<file path="src/rtl/adpcm_nibble_packer.sv">
// ADPCM nibble packer: gathers four 4-bit ADPCM codes into a 16-bit word
// (first code in [15:12]) and queues finished words in a small circular FIFO.
// flush emits a partial word with its unfilled nibbles zeroed. Overflow is
// sticky until reset.
// Optional build macro ADPCM_PACK_PARITY_EN: adds out_parity, the XOR of
// out_data. The parity bit is stored in the FIFO beside each word.
module adpcm_nibble_packer #(
  parameter int FIFO_DEPTH = 8
) (
  input  logic                          clk,
  input  logic                          rst_n,
  input  logic                          block_enable,
  input  logic                          in_valid,
  input  logic [3:0]                    in_code,
  input  logic                          flush,
  output logic                          out_valid,
  input  logic                          out_ready,
  output logic [15:0]                   out_data,
  output logic [$clog2(FIFO_DEPTH):0]   fill_level,
  output logic                          overflow
`ifdef ADPCM_PACK_PARITY_EN
  ,
  output logic                          out_parity
`endif
);

  localparam int AW = (FIFO_DEPTH > 1) ? $clog2(FIFO_DEPTH) : 1;
  localparam int CW = $clog2(FIFO_DEPTH) + 1;
`ifdef ADPCM_PACK_PARITY_EN
  localparam int EW = 17;
`else
  localparam int EW = 16;
`endif

  // ---------------- packer ----------------
  logic [1:0]  idx, idx_nxt;
  logic [15:0] part, part_nxt;
  logic [15:0] word_placed;
  logic        accept;
  logic        push;

  // Place the incoming nibble, then decide whether this cycle emits a word.
  // A flush that coincides with the fourth nibble still yields one word.
  always_comb begin
    accept      = block_enable & in_valid;
    word_placed = part;
    if (accept) begin
      case (idx)
        2'd0:    word_placed[15:12] = in_code;
        2'd1:    word_placed[11:8]  = in_code;
        2'd2:    word_placed[7:4]   = in_code;
        default: word_placed[3:0]   = in_code;
      endcase
    end
    push = block_enable &
           ((accept & (idx == 2'd3)) | (flush & ((idx != 2'd0) | accept)));
    if (!block_enable || push) begin
      idx_nxt  = 2'd0;
      part_nxt = 16'h0000;
    end else begin
      idx_nxt  = idx + {1'b0, accept};
      part_nxt = word_placed;
    end
  end

  // Packer state register; disabling the block discards the partial word.
  always_ff @(posedge clk or negedge rst_n) begin
    if (!rst_n) begin
      idx  <= 2'd0;
      part <= 16'h0000;
    end else begin
      idx  <= idx_nxt;
      part <= part_nxt;
    end
  end

  // ---------------- FIFO ----------------
  logic [EW-1:0] mem [FIFO_DEPTH];
  logic [EW-1:0] wr_entry;
  logic [EW-1:0] head;
  logic [AW-1:0] wptr, rptr;
  logic [CW-1:0] count;
  logic          full;
  logic          pop;
  logic          wr_en;

  // Build the stored entry and the push/pop qualifiers. A push into a full
  // FIFO is accepted only when a pop frees a slot in the same cycle.
  always_comb begin
`ifdef ADPCM_PACK_PARITY_EN
    wr_entry = {^word_placed, word_placed};
`else
    wr_entry = word_placed;
`endif
    full  = (count == CW'(FIFO_DEPTH));
    pop   = out_valid & out_ready;
    wr_en = push & (~full | pop);
  end

  // Storage array; contents are only visible through the valid-gated head.
  always_ff @(posedge clk) begin
    if (wr_en) mem[wptr] <= wr_entry;
  end

  // Pointers, occupancy count and the sticky overflow flag.
  always_ff @(posedge clk or negedge rst_n) begin
    if (!rst_n) begin
      wptr     <= '0;
      rptr     <= '0;
      count    <= '0;
      overflow <= 1'b0;
    end else begin
      if (wr_en) wptr <= wptr + AW'(1);
      if (pop)   rptr <= rptr + AW'(1);
      case ({wr_en, pop})
        2'b10:   count <= count + CW'(1);
        2'b01:   count <= count - CW'(1);
        default: count <= count;
      endcase
      if (push && full && !pop) overflow <= 1'b1;
    end
  end

  // Head of queue; forced to zero while empty so reset shows 16'h0000.
  always_comb begin
    head       = mem[rptr];
    out_valid  = (count != '0);
    out_data   = out_valid ? head[15:0] : 16'h0000;
    fill_level = count;
`ifdef ADPCM_PACK_PARITY_EN
    out_parity = out_valid ? head[16] : 1'b0;
`endif
  end

endmodule

</file>
<file path="config.mk">
export PLATFORM = sky130hd
export DESIGN_NAME = adpcm_nibble_packer
export DESIGN_NICKNAME = d
export VERILOG_FILES = /design/src/rtl/adpcm_nibble_packer.sv
export SDC_FILE = /design/constraint.sdc
export NUM_CORES = 1
export LEC_CHECK = 0
export BUFFER_PORTS_ARGS = -buffer_cell sky130_fd_sc_hd__buf_2
export CORE_UTILIZATION = 55
export CTS_BUF_LIST = sky130_fd_sc_hd__clkbuf_16
export CTS_CLUSTER_DIAMETER = 40
export DETAILED_ROUTE_END_ITERATION = 10
export PLACE_DENSITY = 0.73
export SETUP_SLACK_MARGIN = 0.5
export SYNTH_ARGS = -nofsm -noshare
export SYNTH_HDL_FRONTEND = slang
export SYNTH_SLANG_ARGS = --single-unit
</file>
<file path="constraint.sdc">
create_clock -name clk -period 5.2 [get_ports clk]
set_input_delay 0.26 -clock clk [delete_from_list [all_inputs] [get_ports clk]]
set_output_delay 0.26 -clock clk [all_outputs]
set_load 0.05 [all_outputs]
</file>
==> impl_results.md, run 1 <==
- Worst clock skew: 0.00848 ns
- Run status: completed
- Slew @ Worst Pin: 1.08 ns
- Reg-to-Reg Start: idx[1]
- Horiz. Die Dim: ~110 microns
- Register area share after synthesis: 0.717
- Number of failing hold endpoints at the final stage: 0
- End-of-flow core utilization: 0.664
- Total die area: 12,000 sq um
- PnR Total Power: 4.14 mW
- Number of gates given a new drive strength after cts: 0
- Antenna violations before repair: 0
- Post-CTS clock slew at the launch and capture registers of the worst setup and hold paths: 0.06 ns
- Number of cells on the worst reg-to-reg path: 5
- Setup Fix Bufs, Post-CTS: 0
- Signal arrival time at the worst endpoint: 2.60 ns
- Vias in the first global route: 3,280
- Initial standard-cell utilization of the core: 0.575
- Final HPWL from detailed placement: 7.12 mm
- Post-Synthesis Net Count: 352
- Fraction of power spent switching nets: 0.346
- Worst hold-check slack: 0.250 ns
- Time the worst path needs with I/O delays and setup: 2.86 ns
- H-tree lvl count: 4
- Clock Tree Root: sky130_fd_sc_hd__clkbuf_16
- Pwr dens: 562 nW/um^2
- Worst slew margin relative to its limit: 0.279
- Detailed-router iteration count before antenna repair: 4
- Library cell occupying the most area in the post-synthesis netlist: sky130_fd_sc_hd__edfxtp_1
- Peak fanout along the critical path: 18
- Area inside the core boundary: around 11,000 sq um
- Clock tree from TritonCTS: done
- Maximum clock path buffer count: 2
- Worst Hold Launch: out_ready
- Area after detailed placement: 6730 sq um
- Internal Dissipation: between 2 and 3 mW
- Longest individual stage delay on the worst path: 0.74 ns
- Crit Path Class: reg -> out
- Leak pwr: 2.60 nW
- Ranking of synthesized cells by area: sky130_fd_sc_hd__edfxtp_1 (60%), sky130_fd_sc_hd__dfrtp_1 (11%), sky130_fd_sc_hd__mux4_2 (11%)
- Number of buffers added by the clock tree synthesis step: 17
- Max Transition Viols Final: 0
- Worst VDD drop: 0.000456 V
- Worst hold-check path type: in -> reg
- Part of the power in the clock network: 0.311
- Ys flop type: sky130_fd_sc_hd__edfxtp_1
- Reg-to-reg setup timing slack: about 2.8 ns
- Yosys warning count: 0
- Count of placed standard cells in the final layout, fillers left out: 537
- Ordered cell list for the critical path: buf_4, mux4_2, mux2i_1, nor2_1, buf_2
- Iteration-0 DRC count of the detailed router: approximately 280
- Post-synthesis instance area: roughly 6400 sq um
- Instance count along the most critical hold path: 3
- Total detailed-routing wirelength: 11.7 mm
- Layout Cell Area excl Fill: 7360 sq um
- FF-to-FF End: mem[2][10]
- Placed Cells: 504
- Setup WS pre-CTS: 2.72 ns
- Clock tree sinks: 157
- RD Place Congestion: 0.795
- Gate power share: 0.298
- Share of the synthesized area in the top cell type: 0.603
- Cell with the largest stage delay on the worst path: sky130_fd_sc_hd__dfrtp_2
- Grt ovf: 0
- Post-route fraction of the period consumed by the critical path: 0.551
- # IOs: 32
- Ranking of synthesized cells by instance count: sky130_fd_sc_hd__edfxtp_1 (128), sky130_fd_sc_hd__mux4_2 (32), sky130_fd_sc_hd__dfrtp_1 (29), sky130_fd_sc_hd__nor2_1 (25), sky130_fd_sc_hd__mux2i_1 (18)
- Total track usage: 0.220
- Final TNS setup: 0 ns
- Largest net degree at the start of global routing: 30
- Number of placement rows: 38
- Share of post-route cells with drive strength above 1: 0.338
- Setup repair after global routing missed its margin: no
- Cell count after synthesis: 338
- Data required, critical path: 4.94 ns
- Total inserted antenna cells: 0
- Count of buffers from port buffering: 31
- Clock latency on the worst-skew pair: 0.42 ns
- Number of enable-type register cells in the synthesized netlist: 128
- Setup violation total in the final timing report: 0
- Final critical-path setup slack: 2.34 ns
- Mean Syn Cell Area: between 15 and 20 sq um
- Share of synthesized registers carrying an async set or reset: 0.185
- Maximum operating frequency: 349 MHz
- Remaining antenna violation count: 0
- Critical path startpoint category: flop
- Register bit total from synthesis: 157
- Routed length per placed instance: 21.7 microns
- Portion of total power attributed to sequential cells: 0.391
- Critical Path End Type: primary output
- Residual DRC count: 0
- WHS Endpoint: overflow
- Number of vias per cell after detailed routing: between 5 and 6
- Post-CTS Hold Buffers: 1
- Wire length of the first global-routing pass: 18.2 mm
- Fin nets: 398
- Max Cap Viol: 0
- Net switching power of the design: 1.43 mW
- Vias: roughly 3,100
- Count leader, synth: sky130_fd_sc_hd__edfxtp_1
- P&R area growth vs syn: 15.4%
- Count of cell types in the netlist: 40
- Height of the die: approximately 110 microns
## logic make-up after synthesis
group                    share of synthesized area
AO/OA/AOI/OAI                               0.0130
AND/OR/NAND/NOR                             0.0634
adder cells (fa/ha/maj)                    0.00785
buffers and inverters                       0.0157
flip-flops                                   0.717
multiplexers                                 0.174
XOR/XNOR                                   0.00962
## cell type report
class / count / area, sq um
clock inverter: 15 / 196
timing repair buffer: 43 / 248
multi-input combinational: 162 / 1730
fill: 728 / 3720
inverter: 3 / 11.3
tap: 140 / 175
clock buffer: 17 / 425
sequential: 157 / 4570
## state kept, by name (all words and copies together) (netlist names)
| signal | count |
|---|---|
| wptr | 3 |
| overflow | 1 |
| fill_level | 4 |
| mem | 128 |
| part | 16 |
| idx | 2 |
| rptr | 3 |
## worst max path at each step
stage	startpoint	to	slack (ns)	depth (start not counted)
final	rptr[0]	out_data[3]	2.34	5
after global routing	rptr[0]	out_data[13]	2.11	5
after CTS	rptr[0]	out_data[3]	2.25	5
after detailed placement	rptr[0]	out_data[3]	2.72	5
after global placement	rptr[0]	out_data[12]	2.73	5
after floorplan	fill_level[0]	mem[0][0]	1.99	4
## power by group through the flow
stage / sequential (mW) / combinational [mW] / clock (mW)
after floorplan: 1.57 / 1.04 / 0
after global placement: 1.64 / 1.23 / 0
after detailed placement: 1.65 / 1.24 / 0
after CTS: 1.62 / 1.25 / 1.30
after global routing: 1.64 / 1.32 / 1.35
final: 1.62 / 1.23 / 1.29
## critical path, delay by kind of cell, from the launching register on
kind | cells | cell delay, ns
mux | 2 | 0.72
simple gates | 1 | 0.05
buf+inv | 2 | 0.66
flops | 1 | 0.74
## cell usage in the layout, fill, tap and decap left out, types with 11 or more instances in the layout
cell type	count
sky130_fd_sc_hd__buf_4	11
sky130_fd_sc_hd__nor2_1	25
sky130_fd_sc_hd__mux2i_1	18
sky130_fd_sc_hd__mux2_2	17
sky130_fd_sc_hd__nor2b_1	16
sky130_fd_sc_hd__mux4_2	32
sky130_fd_sc_hd__dfrtp_1	28
sky130_fd_sc_hd__buf_2	31
sky130_fd_sc_hd__clkbuf_16	17
sky130_fd_sc_hd__edfxtp_1	128
## routing by layer
metal | track usage | up-vias | wire [microns]
met4 | 0.0686 | 0 | 106
met2 | 0.344 | 83 | 5840
met3 | 0.0605 | 9 | 551
met1 | 0.306 | 1636 | 5180
li1 | - | 1418 | -
met5 | 0 | - | 0
Power figures use the tool's default switching activity.
==> run 2: changes to the inputs <==
==> constraint.sdc (replaced) <==
create_clock -name clk -period 2.7 [get_ports clk]
set_input_delay 0.135 -clock clk [delete_from_list [all_inputs] [get_ports clk]]
set_output_delay 0.135 -clock clk [all_outputs]
set_load 0.05 [all_outputs]
==> run 2 against run 1 <==
Effect of this change:
- design area up 3.4%
- flip-flop and latch count did not move
- global-route usage is 1.3 points higher
- largest cell class unchanged
- worst setup slack worse by 1.8 ns
- non-clock buffer count grew 13
- via count is 3.2% higher
- wire length rose by 7.1%
- die area is the same
- sequential power up 86%
- register-to-register slack worse by 2.2 ns
==> impl_results.md, run 2 (same netlist as run 1, synthesis figures left out) <==
- Final TNS setup: 0 ns (unchanged)
- Reg-to-reg setup timing slack: 0.60 ns (was 2.80 ns)
- Max Cap Viol: 0 (unchanged)
- Clock tree from TritonCTS: done (unchanged)
- Worst Hold Launch: out_ready (unchanged)
- P&R area growth vs syn: 19.4% (was 15.4%)
- Number of failing hold endpoints at the final stage: 0 (unchanged)
- Reg-to-Reg Start: idx[1] (unchanged)
- Crit Path Class: reg -> out (unchanged)
- Instance count along the most critical hold path: 3 (unchanged)
- Worst slew margin relative to its limit: 0.553 (was 0.279)
- Height of the die: 110 microns (unchanged)
- Ordered cell list for the critical path: buf_12, mux4_2, mux2i_2, nor2_1, buf_6 (was buf_4, mux4_2, mux2i_1, nor2_1, buf_2)
- Data required, critical path: 2.57 ns (was 4.94 ns)
- # IOs: 32 (unchanged)
- Critical Path End Type: primary output (unchanged)
- Worst path bufs/invs: 2 (unchanged)
- Slew @ Worst Pin: 0.668 ns (was 1.08 ns)
- Area inside the core boundary: 11,100 sq um (unchanged)
- Footprint of the flip-flops and latches: 4580 sq um (was 4570 sq um)
- Setup repair after global routing missed its margin: yes (was no)
- Max Transition Viols Final: 0 (unchanged)
- Total die area: 12,000 sq um (unchanged)
- Leak pwr: 2.71 nW (was 2.60 nW)
- Pwr dens: 1080 nW/um^2 (was 562 nW/um^2)
- Worst hold-check slack: 0.0708 ns (was 0.250 ns)
- Filler cell count: 704 (was 728)
- Critical path startpoint category: flop (unchanged)
- Routed length per placed instance: 22.8 microns (was 21.7 microns)
- Post-route fraction of the period consumed by the critical path: 0.809
- Post-CTS clock slew at the launch and capture registers of the worst setup and hold paths: 0.06 ns (about the same)
- Global routing usage on met1: 0.315 (was 0.306)
- Clock latency on the worst-skew pair: 0.42 ns (about the same)
- Clock tree sinks: 157 (unchanged)
- Run status: completed (unchanged)
- Worst VDD drop: 0.000749 V (was 0.000456 V)
- Detailed-router iteration count before antenna repair: 4 (unchanged)
- Number of vias per cell after detailed routing: 5.91 (was 5.86)
- Maximum operating frequency: about 460 MHz
- Flip-flop count of the largest register, all copies and words added: 128 (unchanged)
- Placed Cells: 505 (was 504)
- Antenna violations before repair: 0 (unchanged)
- Count of buffers from port buffering: 31 (unchanged)
- Share of post-route cells with drive strength above 1: 0.381 (was 0.338)
- Wire length of the first global-routing pass: 19.1 mm (was 18.2 mm)
- RD Place Congestion: 0.727 (was 0.795)
- Setup violation total in the final timing report: 0 (unchanged)
- Global-route layer with the greatest usage: met2 (unchanged)
- Clock Tree Root: sky130_fd_sc_hd__clkbuf_16 (unchanged)
- Maximum clock path buffer count: 2 (unchanged)
- GR met3 Demand/Resource: 0.0551 (was 0.0605)
- Total inserted antenna cells: 0 (unchanged)
- Vias: 3,247 (was 3,146)
- Number of placement rows: 38 (unchanged)
- Fin nets: 411 (was 398)
- Final HPWL from detailed placement: 7.44 mm (was 7.12 mm)
- Top register by number of flip-flops: mem (unchanged)
- Worst clock skew: 0.0159 ns (was 0.00848 ns)
- Residual DRC count: 0 (unchanged)
- Leading cell type in the layout, fill and taps excluded: sky130_fd_sc_hd__edfxtp_1 (unchanged)
- Most frequent cells in the layout: sky130_fd_sc_hd__edfxtp_1 (128), sky130_fd_sc_hd__mux4_2 (32), sky130_fd_sc_hd__nor2_1 (24) (was sky130_fd_sc_hd__edfxtp_1 (128), sky130_fd_sc_hd__mux4_2 (32), sky130_fd_sc_hd__buf_2 (31))
- Peak fanout along the critical path: 8 (was 18)
- Met2 capacity usage during global routing: 0.385 (was 0.344)
- H-tree lvl count: 4 (unchanged)
- Total detailed-routing wirelength: 12.5 mm (was 11.7 mm)
- Total track usage: 0.234 (was 0.220)
- Vias in the first global route: 3,334 (was 3,280)
- WHS Endpoint: rptr[0] (was overflow)
- Number of cells on the worst reg-to-reg path: 9 (was 5)
- Worst hold-check path type: in -> reg (unchanged)
- Initial standard-cell utilization of the core: 0.575 (unchanged)
- Time the worst path needs with I/O delays and setup: 2.18 ns
- Longest individual stage delay on the worst path: 0.53 ns (was 0.74 ns)
- Multi-input combinational cell area: 1800 sq um (was 1730 sq um)
- PnR Total Power: 8.20 mW (was 4.14 mW)
- Largest net degree at the start of global routing: 33 (was 30)
- Count of placed standard cells in the final layout, fillers left out: 549 (was 537)
- Crit path max-delay family: multiplexers (was flip-flops)
- Iteration-0 DRC count of the detailed router: 249 (was 281)
- Grt ovf: 0 (unchanged)
- FF-to-FF End: fill_level[2] (was mem[2][10])
- Signal arrival time at the worst endpoint: 2.05 ns (was 2.60 ns)
- Horiz. Die Dim: 110 microns (unchanged)
- Cell with the largest stage delay on the worst path: sky130_fd_sc_hd__dfrtp_4 (was sky130_fd_sc_hd__dfrtp_2)
- Remaining antenna violation count: 0 (unchanged)
- Number of buffers added by the clock tree synthesis step: 17 (unchanged)
==> run 2: layer usage <==
metal | wire length, microns | vias up | share of wire
met3 | 751 | 7 | 0.060
met2 | 6610 | 98 | 0.53
met5 | 0 | - | 0
met4 | 80 | 0 | 0.0064
met1 | 5060 | 1689 | 0.40
li1 | - | 1453 | -
==> run 2: where the power goes <==
group          total [mW]  leakage [nW]  internal, mW  switching (mW)
registers            3.02          1.49          2.80           0.218
clock network        2.15         0.264          1.24           0.902
logic                3.04         0.952          1.28            1.76
total                8.20          2.71          5.32            2.88
==> run 2: per-stage QoR <==
stage	setup slack, ns	area (sq um)	utilization
after CTS	0.477	7440	0.672
after global routing	0.432	7610	0.687
final	0.516	7610	0.687
after global placement	0.515	6800	0.614
after detailed placement	0.451	6800	0.614
after floorplan	0.429	6450	-
==> run 2: how the worst max path moves through the flow <==
stage	startpoint	to	slack [ns]	cells past startpoint
2_1_floorplan	fill_level[1]	mem[7][0]	0.43	5
3_3_place_gp	idx[1]	mem[2][14]	0.51	4
3_5_place_dp	idx[1]	mem[2][2]	0.45	4
4_1_cts	rptr[0]	out_data[12]	0.48	5
5_1_grt	rptr[0]	out_data[12]	0.43	5
6_report	rptr[0]	out_data[12]	0.52	5
==> run 2: tightest hold or removal path, cell delays in order <==
cell and delay (ns):
sky130_fd_sc_hd__buf_2 0.14, sky130_fd_sc_hd__nand2_4 0.10, sky130_fd_sc_hd__xnor2_1 0.06
==> run 2: what timing repair did <==
action,4_1_cts,5_1_grt
hold endpoints to repair,29,0
pin swaps,3,9
gates resized for setup,2,47
hold buffers,1,0
setup endpoints to repair,64,47
gates cloned,0,2
buffers inserted,9,1
==> run 2: area by class of cell <==
type,count,area share
clock buffer,17,0.0559
clock inverter,14,0.0141
inverter,3,0.00181
multi-input combinational,162,0.236
sequential,157,0.602
tap,140,0.0230
timing repair buffer,56,0.0671
